===== config.mk =====
export PLATFORM = sky130hd
export DESIGN_NAME = fetch_stage
export DESIGN_NICKNAME = d
export VERILOG_FILES = /design/src/rtl/fetch_pkg.sv /design/src/rtl/fetch_fifo.sv /design/src/rtl/fetch_stage.sv
export SDC_FILE = /design/constraint.sdc
export NUM_CORES = 1
export LEC_CHECK = 0
export BUFFER_PORTS_ARGS = -buffer_cell sky130_fd_sc_hd__buf_4
export CAP_MARGIN = 20
export CORE_ASPECT_RATIO = 0.9
export CORE_MARGIN = 1
export CORE_UTILIZATION = 60
export CTS_CLUSTER_DIAMETER = 40
export DETAILED_ROUTE_END_ITERATION = 10
export PLACE_DENSITY = 0.9
export SYNTH_ARGS = -nofsm -noshare
export SYNTH_HDL_FRONTEND = slang
export SYNTH_HIERARCHICAL = 1
export SYNTH_SLANG_ARGS = --single-unit
export TNS_END_PERCENT = 50

===== constraint.sdc =====
create_clock -name clk -period 7.4 [get_ports clk]
set_clock_uncertainty 0.2 [all_clocks]
set_input_delay 2.22 -clock clk [delete_from_list [all_inputs] [get_ports clk]]
set_output_delay 2.22 -clock clk [all_outputs]
set_load 0.1 [all_outputs]

===== src/rtl/fetch_pkg.sv =====
// Shared types and defaults for the instruction fetch stage.
package fetch_pkg;

    typedef enum logic {
        RUN   = 1'b0,
        DRAIN = 1'b1
    } fetch_state_t;

    localparam int          FETCH_DEPTH_DEFAULT = 4;
    localparam logic [31:0] RESET_PC_DEFAULT    = 32'h0000_0000;

    typedef struct packed {
        logic [31:0] pc;
        logic [31:0] instr;
    } fetch_entry_t;

    function automatic logic [31:0] next_word(input logic [31:0] pc);
        return pc + 32'd4;
    endfunction

endpackage


===== src/rtl/fetch_fifo.sv =====
// Small synchronous FIFO holding fetched {pc, instr} pairs; clear beats push/pop.
module fetch_fifo #(
    parameter int DEPTH = 4,
    parameter int WIDTH = 64
) (
    input  logic                     clk,
    input  logic                     rst_n,
    input  logic                     clear,
    input  logic                     push,
    input  logic [WIDTH-1:0]         wdata,
    input  logic                     pop,
    output logic [WIDTH-1:0]         rdata,
    output logic                     full,
    output logic                     empty,
    output logic [$clog2(DEPTH):0]   count
);

    localparam int AW = $clog2(DEPTH);
    localparam logic [AW:0]   CAP     = DEPTH[AW:0];
    localparam logic [AW:0]   CNT_ONE = 1;
    localparam logic [AW-1:0] PTR_ONE = 1;

    logic [WIDTH-1:0] mem [DEPTH];
    logic [AW-1:0]    wr_ptr;
    logic [AW-1:0]    rd_ptr;
    logic             do_push;
    logic             do_pop;

    assign full    = (count == CAP);
    assign empty   = (count == '0);
    assign do_push = push && !full;
    assign do_pop  = pop && !empty;
    assign rdata   = mem[rd_ptr];

    // NOTE: state registers use <= so every flop samples pre-edge values regardless of statement order.
    always_ff @(posedge clk or negedge rst_n) begin
        if (!rst_n) begin
            wr_ptr <= '0;
            rd_ptr <= '0;
            count  <= '0;
            // NOTE: storage is reset as well so the head (InstrF/PCF) reads zero out of reset.
            for (int i = 0; i < DEPTH; i++) mem[i] <= '0;
        end else if (clear) begin
            wr_ptr <= '0;
            rd_ptr <= '0;
            count  <= '0;
        end else begin
            if (do_push) begin
                mem[wr_ptr] <= wdata;
                wr_ptr      <= wr_ptr + PTR_ONE;
            end
            if (do_pop) rd_ptr <= rd_ptr + PTR_ONE;
            if (do_push && !do_pop)      count <= count + CNT_ONE;
            else if (do_pop && !do_push) count <= count - CNT_ONE;
        end
    end

endmodule


===== src/rtl/fetch_stage.sv =====
// Fetch stage: owns the fetch PC, issues credit-limited imem reads, queues in-order
// responses for decode and drops stale responses after a writeback redirect.
module fetch_stage
    import fetch_pkg::*;
#(
    parameter int          DEPTH    = FETCH_DEPTH_DEFAULT,
    parameter logic [31:0] RESET_PC = RESET_PC_DEFAULT
) (
    input  logic        clk,
    input  logic        reset,
    output logic        imem_req_valid,
    output logic [31:0] imem_req_addr,
    input  logic        imem_req_ready,
    input  logic        imem_resp_valid,
    input  logic [31:0] imem_resp_data,
    output logic [31:0] InstrF,
    output logic [31:0] PCF,
    output logic        InstrValidF,
    input  logic        StallD,
    input  logic        PCSrcW,
    input  logic [31:0] ResultW
);

    localparam int          CW         = $clog2(DEPTH) + 1;
    localparam logic [CW-1:0] CNT_ONE  = 1;
    localparam logic [CW-1:0] CREDITS  = DEPTH[CW-1:0];
    localparam logic [31:0] PC_ALIGNED = RESET_PC & ~32'h3;

    fetch_state_t  state, state_next;
    logic [31:0]   fetch_pc;
    logic [31:0]   resp_pc;
    logic [31:0]   redirect_pc;
    logic [CW-1:0] outstanding;
    logic [CW-1:0] drop_cnt;
    logic [CW-1:0] fill;
    logic [CW-1:0] in_flight_after;
    logic          credit_ok;
    logic          resp_seen;
    logic          accept;
    logic          keep;
    logic          pop;
    logic          fifo_full;
    logic          fifo_empty;
    fetch_entry_t  head;
    fetch_entry_t  entry;

    assign redirect_pc     = ResultW & ~32'h3;
    assign credit_ok       = (outstanding + fill) < CREDITS;
    assign resp_seen       = imem_resp_valid && (outstanding != '0);
    assign in_flight_after = outstanding - (resp_seen ? CNT_ONE : '0);
    assign accept          = imem_req_valid && imem_req_ready;
    assign keep            = (state == RUN) && !PCSrcW && resp_seen;
    assign pop             = InstrValidF && !StallD && !PCSrcW;
    assign entry           = '{pc: resp_pc, instr: imem_resp_data};

    fetch_fifo #(
        .DEPTH (DEPTH),
        .WIDTH ($bits(fetch_entry_t))
    ) u_queue (
        .clk   (clk),
        .rst_n (reset),
        .clear (PCSrcW),
        .push  (keep),
        .wdata (entry),
        .pop   (pop),
        .rdata (head),
        .full  (fifo_full),
        .empty (fifo_empty),
        .count (fill)
    );

    assign InstrF        = head.instr;
    assign PCF           = head.pc;
    assign InstrValidF   = !fifo_empty;
    assign imem_req_addr = fetch_pc;

    always_ff @(posedge clk or negedge reset) begin
        if (!reset) state <= RUN;
        else        state <= state_next;
    end

    // NOTE: every always_comb output gets a default first so no path leaves it unassigned (no latch).
    always_comb begin
        state_next = state;
        if (PCSrcW)
            state_next = (in_flight_after != '0) ? DRAIN : RUN;
        else if (state == DRAIN && resp_seen && drop_cnt == CNT_ONE)
            state_next = RUN;
    end

    always_comb begin
        imem_req_valid = 1'b0;
        if (reset && state == RUN && !PCSrcW && credit_ok)
            imem_req_valid = 1'b1;
    end

    // Redirect wins over issue, enqueue and drop accounting in the same cycle.
    always_ff @(posedge clk or negedge reset) begin
        if (!reset) begin
            fetch_pc    <= PC_ALIGNED;
            resp_pc     <= PC_ALIGNED;
            outstanding <= '0;
            drop_cnt    <= '0;
        end else if (PCSrcW) begin
            fetch_pc    <= redirect_pc;
            resp_pc     <= redirect_pc;
            outstanding <= in_flight_after;
            drop_cnt    <= in_flight_after;
        end else begin
            if (accept) fetch_pc <= next_word(fetch_pc);
            if (keep)   resp_pc  <= next_word(resp_pc);
            case ({accept, resp_seen})
                2'b10:   outstanding <= outstanding + CNT_ONE;
                2'b01:   outstanding <= outstanding - CNT_ONE;
                default: ;
            endcase
            if (state == DRAIN && resp_seen) drop_cnt <= drop_cnt - CNT_ONE;
        end
    end

    resp_into_full_queue: assert property (@(posedge clk) disable iff (!reset) !(keep && fifo_full));

endmodule


; ---- Word-level counts from Yosys, hierarchy flattened
; Index checks and enable logic that the tools add are counted.
[totals]
reg_bits = 334
latchBits = 0
ramBits = 0
romBits = 0
inputBits = 70
word_cells = 95
memories = 0
[op_classes]
add_sub_neg = 11
mul = 0
div = 0
order_cmp = 4
n_eq_ne = 4
n_shift = 0
mux = 26
bitwise_logic = 4
n_reduce_logical = 34
[ops]
columns = operator, count
row1 = $bwmux W256, 1
row2 = $mux W64, 3
row3 = $bmux W64 S2, 1
row4 = $demux W64 S2, 1
row5 = $mux W32, 4
row6 = $add A32 B3 Y32 const B, 2
row7 = $mux W3, 6
row8 = $logic_and A1 B1 Y1, 16
row9 = $reduce_bool A2 Y1, 6
row10 = $reduce_bool A3 Y1, 4
row11 = $sub A3 B1 Y3 const B, 3
row12 = $mux W2, 4
row13 = $add A3 B1 Y3 const B, 2
row14 = $ge A3 B3 Y1 const B, 2
row15 = $logic_not A1 Y1, 6
row16 = $not A2 Y3, 2
row17 = $pmux W3 S2, 1
row18 = $mux W1, 5
row19 = $add A2 B1 Y2 const B, 2
row20 = $add A3 B3 Y3, 1
row21 = $eq A3 B1 Y1 const B, 1
row22 = $eq A3 B3 Y1 const B, 1
row23 = $logic_not A3 Y1, 1
row24 = $lt A3 B1 Y1 const B, 1
row25 = 6 further kinds, 7

; ---- Logic depth before layout (Yosys ltp)
[depth]
depth_word = 9
ltp_mapped = 11
depth_no_buf = 10

; ---- Cells and area by module
; Netlist, hierarchy kept.
[by_module_without_submodules]
columns = module, n_inst, cells_each, area_each_um2
row1 = fetch_fifo, 1, 677, 11935.2
row2 = fetch_stage, 1, 441, 4065.1

; ---- Worst setup path before layout
; OpenSTA, ideal clock, no wires.
[synth_path]
path_kind = input port to output port
from = input PCSrcW
to = output imem_req_valid
arrival_time_ns = 3.356
setup_slack_ns = 1.624
cell_stages = 3
n_path_buf = 1
path_cell_list = buf_2 -> nor2_1 -> and3_1
[synth_between]
elab_chain_len = 4
[synth_rtl]
columns = element, line_no
row1 = from (decl), fetch_stage.sv:20  ; input logic PCSrcW,
row2 = $logic_not A1 Y1, fetch_stage.sv:93  ; if (reset && state == RUN && !PCSrcW && credit_ok)
row3 = $logic_and A1 B1 Y1 (2 in series), fetch_stage.sv:93
row4 = $mux W1, fetch_stage.sv:93
row5 = to (decl), fetch_stage.sv:11  ; output logic imem_req_valid,
; No other way between the ends.

; ---- Worst setup path in the final report
[layout_path]
from = input reset
to = output imem_req_valid
[layout_between]
elab_chain_len = 4
[layout_rtl]
columns = element, line_no
row1 = from (decl), fetch_stage.sv:10  ; input logic reset,
row2 = $logic_and A1 B1 Y1 (3 in series), fetch_stage.sv:93
row3 = $mux W1, fetch_stage.sv:93
; No other way between the ends.

==> impl_summary.txt <==
----------------------------------------------------
[Cells and area]
  Share of cells above drive strength 1 ... 40.1%
  Final layout net count ... 1368
  # diodes ... 0
  Total non-filler cell area in the finished layout ... 18800 µm²
  Synth-to-Final Area Change ... 17.7%
  Final core utilization ... 72.1%

[Timing]
  Number of slew-limit violations in the final report ... 0
  Worst slew margin relative to its limit ... 24.0%
  Achievable clock frequency ... 179 MHz
  Final setup violation count ... 0
  Minimum clock period ... 5590 ps
  Setup repair after global routing missed its margin ... false
  Period utilization ... 75.6%
  Post-Route Setup TNS ... 0 ps
  Final number of hold-violating endpoints ... 0
  Hold Slack ... 286 ps
  Worst slew pin tran ... 1140 ps

[Yosys]
  Most used flip-flop cell after synthesis ... sky130_fd_sc_hd__dfrtp_1
  Post-synthesis instance total ... 1118
  Area contributors post-synth ... sky130_fd_sc_hd__dfrtp_1 52%, sky130_fd_sc_hd__mux4_2 9.0%, sky130_fd_sc_hd__mux2_2 8.9%, sky130_fd_sc_hd__mux2_4 5.6%, sky130_fd_sc_hd__mux2_1 5.5%
  Library cells used by synthesis ... 66
  Yosys warning count ... 6
  Proportion of synthesized flip-flops having asynchronous set or reset ... 100%
  Synth Register Bits ... 330
  Number of enable flip-flop cells after synthesis ... 0
  Cell taking the most area after synthesis ... sky130_fd_sc_hd__dfrtp_1
  Mean instance size in the synthesized netlist ... 14.3 µm²
  Portion of the post-synthesis area used by sequential elements ... 51.6%
  Synthesized cell area ... 16000 µm²
  Top cell type's share of synthesized area ... 51.6%

[Critical path]
  Crit path arrival time ... 3170 ps
  Cells along the critical path ... buf_8 > and3_1 > buf_4
  Path type of the worst setup path ... in -> out
  Crit-path slowest cell ... sky130_fd_sc_hd__buf_8
  Worst setup SP type ... input port
  Biggest fanout along the worst timing path ... 55
  Number of buffers and inverters on the critical path ... 2
  Kind of end point of the critical path ... output pin
  Max stage delay on crit path ... 310 ps
  Crit path max-delay family ... buffers and inverters
  Required time at the worst-slack endpoint ... 4980 ps

[Global route]
  Vias in the first global route ... 11117
  Pin count of the biggest net entering global routing ... 202
  Sum of overflow across all layers after global routing ... 0
  Global-route wire length before repair ... 60300 µm
  Initial antenna violation count ... 0
  Overall global routing resource usage ... 28.1%

[Clocking]
  Number of post-CTS setup repair buffers ... 0
  Cell at the root of the clock tree ... sky130_fd_sc_hd__clkbuf_16
  Hold Buf Count CTS ... 0
  H-tree depth ... 2
  Buffers from clock root to sink, at most ... 3
  Count of instances resized after the clock tree is built ... 0
  Number of clock sinks ... 330
  Worst-skew pair later-pin latency ... 540 ps
  TritonCTS clock tree ... done
  Clock-pin slew of the registers on the worst-case setup and hold paths ... 60 ps
  CTS Buf Count ... 43

[Route]
  Number of design rule violations left after detail routing ... 0
  Final antenna-violating net count ... 0
  Final Routed Wirelength ... 37200 µm
  Vias after detailed routing ... 10582
  Wire per inst ... 22.3 µm
  Starting DRT DRC Count ... 907
  Via density per instance ... 6.35
  TritonRoute pass-1 iters ... 8

[Placed design]
  Cell area after placement ... 17300 µm²
  I/O Buffers ... 163
  Final GP Congestion ... 0.871
  Final HPWL DP ... 22800 µm

[Power and ir drop]
  Worst supply voltage drop on vdd ... 0.204 mV
  Power Density ... 363 nW/µm²
  Leakage power total ... 9.07 nW

[Floorplan]
  Placement row count ... 56
  Height of the chip ... 157 µm
  Starting density of the core ... 61.2%
  Die Area ... 27300 µm²
  Core box area ... 26100 µm²
  Top-Level Pins ... 168
  Overall die width ... 174 µm

[Hold path]
  Type of the tightest min-delay check ... reg -> reg

[Job]
  Maxcap violations ... 0

[Status]
  Status ... finished clean

----------------------------------------------------
where the power goes:
| part | switching (mW) | internal (mW) |
|---|---|---|
| combinational | 1.70 | 0.712 |
| clock | 0.852 | 1.34 |
| sequential | 0.198 | 2.04 |
final timing paths:
kind	start	to	slack, ps	cells after the start
worst max-delay path	reset	imem_req_valid	1810	3
worst min-delay path	u_queue/mem[39]	u_queue/mem[39]	290	1
worst max register to register	state	u_queue/mem[221]	3240	7
worst min register to register	u_queue/mem[39]	u_queue/mem[39]	290	1
max in group asynchronous	reset	u_queue/rd_ptr[0]	3440	4
min in group asynchronous	reset	u_queue/mem[179]	1390	1
worst reg2reg max path, cell delays in order, from the launching register on:
cell	delay, ps
sky130_fd_sc_hd__dfrtp_1	420
sky130_fd_sc_hd__nor2_1	270
sky130_fd_sc_hd__nand3_1	350
sky130_fd_sc_hd__inv_1	450
sky130_fd_sc_hd__nor2b_1	660
sky130_fd_sc_hd__nand3_4	800
sky130_fd_sc_hd__buf_4	550
sky130_fd_sc_hd__mux2_4	340
cell usage after synthesis, types with 16 or more instances:
cell type	n
sky130_fd_sc_hd__dfrtp_1	330
sky130_fd_sc_hd__buf_6	19
sky130_fd_sc_hd__o311ai_0	20
sky130_fd_sc_hd__clkbuf_1	19
sky130_fd_sc_hd__mux4_2	64
sky130_fd_sc_hd__inv_1	28
sky130_fd_sc_hd__mux2_4	60
sky130_fd_sc_hd__nor3_1	16
sky130_fd_sc_hd__xor2_1	19
sky130_fd_sc_hd__o21ai_0	40
sky130_fd_sc_hd__mux2_2	127
sky130_fd_sc_hd__mux2_1	78
sky130_fd_sc_hd__nand2_1	57
sky130_fd_sc_hd__nand4_1	20
sky130_fd_sc_hd__nor2_1	21
sky130_fd_sc_hd__nand3_1	29
flip-flops by register name, summed over array words and instances (netlist names):
signal          cells
drop_cnt            3
imem_req_addr      30
outstanding         3
resp_pc            30
state               1
u_queue/count       3
u_queue/mem       256
u_queue/rd_ptr      2
u_queue/wr_ptr      2
cells by family after synthesis:
family	count (synthesis)	share of synthesized area, %
buffers and inverters	95	4.11
DFF	330	51.6
AOI/OAI and AO/OA	121	5.02
xor gates and xnor gates	34	1.95
and+or+nand+nor	193	6.99
muxes	331	29.2
adders and majority gates	13	1.11
other	1	0.0234
cell type report:
type                    instances  area (µm²)
flip-flops and latches        330        8260
fillers                      1595        7300
multi-input cells             702        7120
repair buffers                179        1380
clock buffers                  45        1080
clock inverters                34         442
well taps                     348         435
inverters                      29         109
metrics by stage:
stage                     worst slack (ps)  instances  power [mW]
after global routing                  1700       1667        7.06
after detailed placement              1400       1586        4.65
after CTS                             1810       1665        6.86
final                                 1810       1667        6.84
after floorplan                       1620       1127        4.14
after global placement                1500       1586        4.59
cell usage in the layout, fill, tap and decap left out, types with 10 or more instances in the layout:
| master | Yosys | final |
|---|---|---|
| sky130_fd_sc_hd__o21ai_0 | 40 | 40 |
| sky130_fd_sc_hd__nand4_1 | 20 | 20 |
| sky130_fd_sc_hd__conb_1 | 1 | 10 |
| sky130_fd_sc_hd__inv_6 | 0 | 12 |
| sky130_fd_sc_hd__buf_4 | 3 | 176 |
| sky130_fd_sc_hd__xnor2_1 | 14 | 14 |
| sky130_fd_sc_hd__mux2_4 | 60 | 60 |
| sky130_fd_sc_hd__clkbuf_16 | 0 | 43 |
| sky130_fd_sc_hd__nand2_1 | 57 | 57 |
| sky130_fd_sc_hd__nor2_1 | 21 | 21 |
| sky130_fd_sc_hd__mux4_2 | 64 | 64 |
| sky130_fd_sc_hd__nor3_1 | 16 | 16 |
| sky130_fd_sc_hd__inv_1 | 28 | 28 |
| sky130_fd_sc_hd__ha_1 | 11 | 11 |
| sky130_fd_sc_hd__mux2_2 | 127 | 127 |
| sky130_fd_sc_hd__mux2_1 | 78 | 78 |
| sky130_fd_sc_hd__o311ai_0 | 20 | 20 |
| sky130_fd_sc_hd__and3_1 | 10 | 10 |
| sky130_fd_sc_hd__a21oi_1 | 12 | 12 |
| sky130_fd_sc_hd__o211ai_1 | 15 | 15 |
| sky130_fd_sc_hd__dfrtp_1 | 330 | 328 |
| sky130_fd_sc_hd__nand3_1 | 29 | 29 |
| sky130_fd_sc_hd__xor2_1 | 19 | 19 |
per-layer routing:
metal,GRT usage [%],share of wire [%]
met2,46.6,49
met1,38.4,42
met5,0,0
met3,5.22,7.4
met4,7.69,2.1
(Power assumes the default switching activity.)
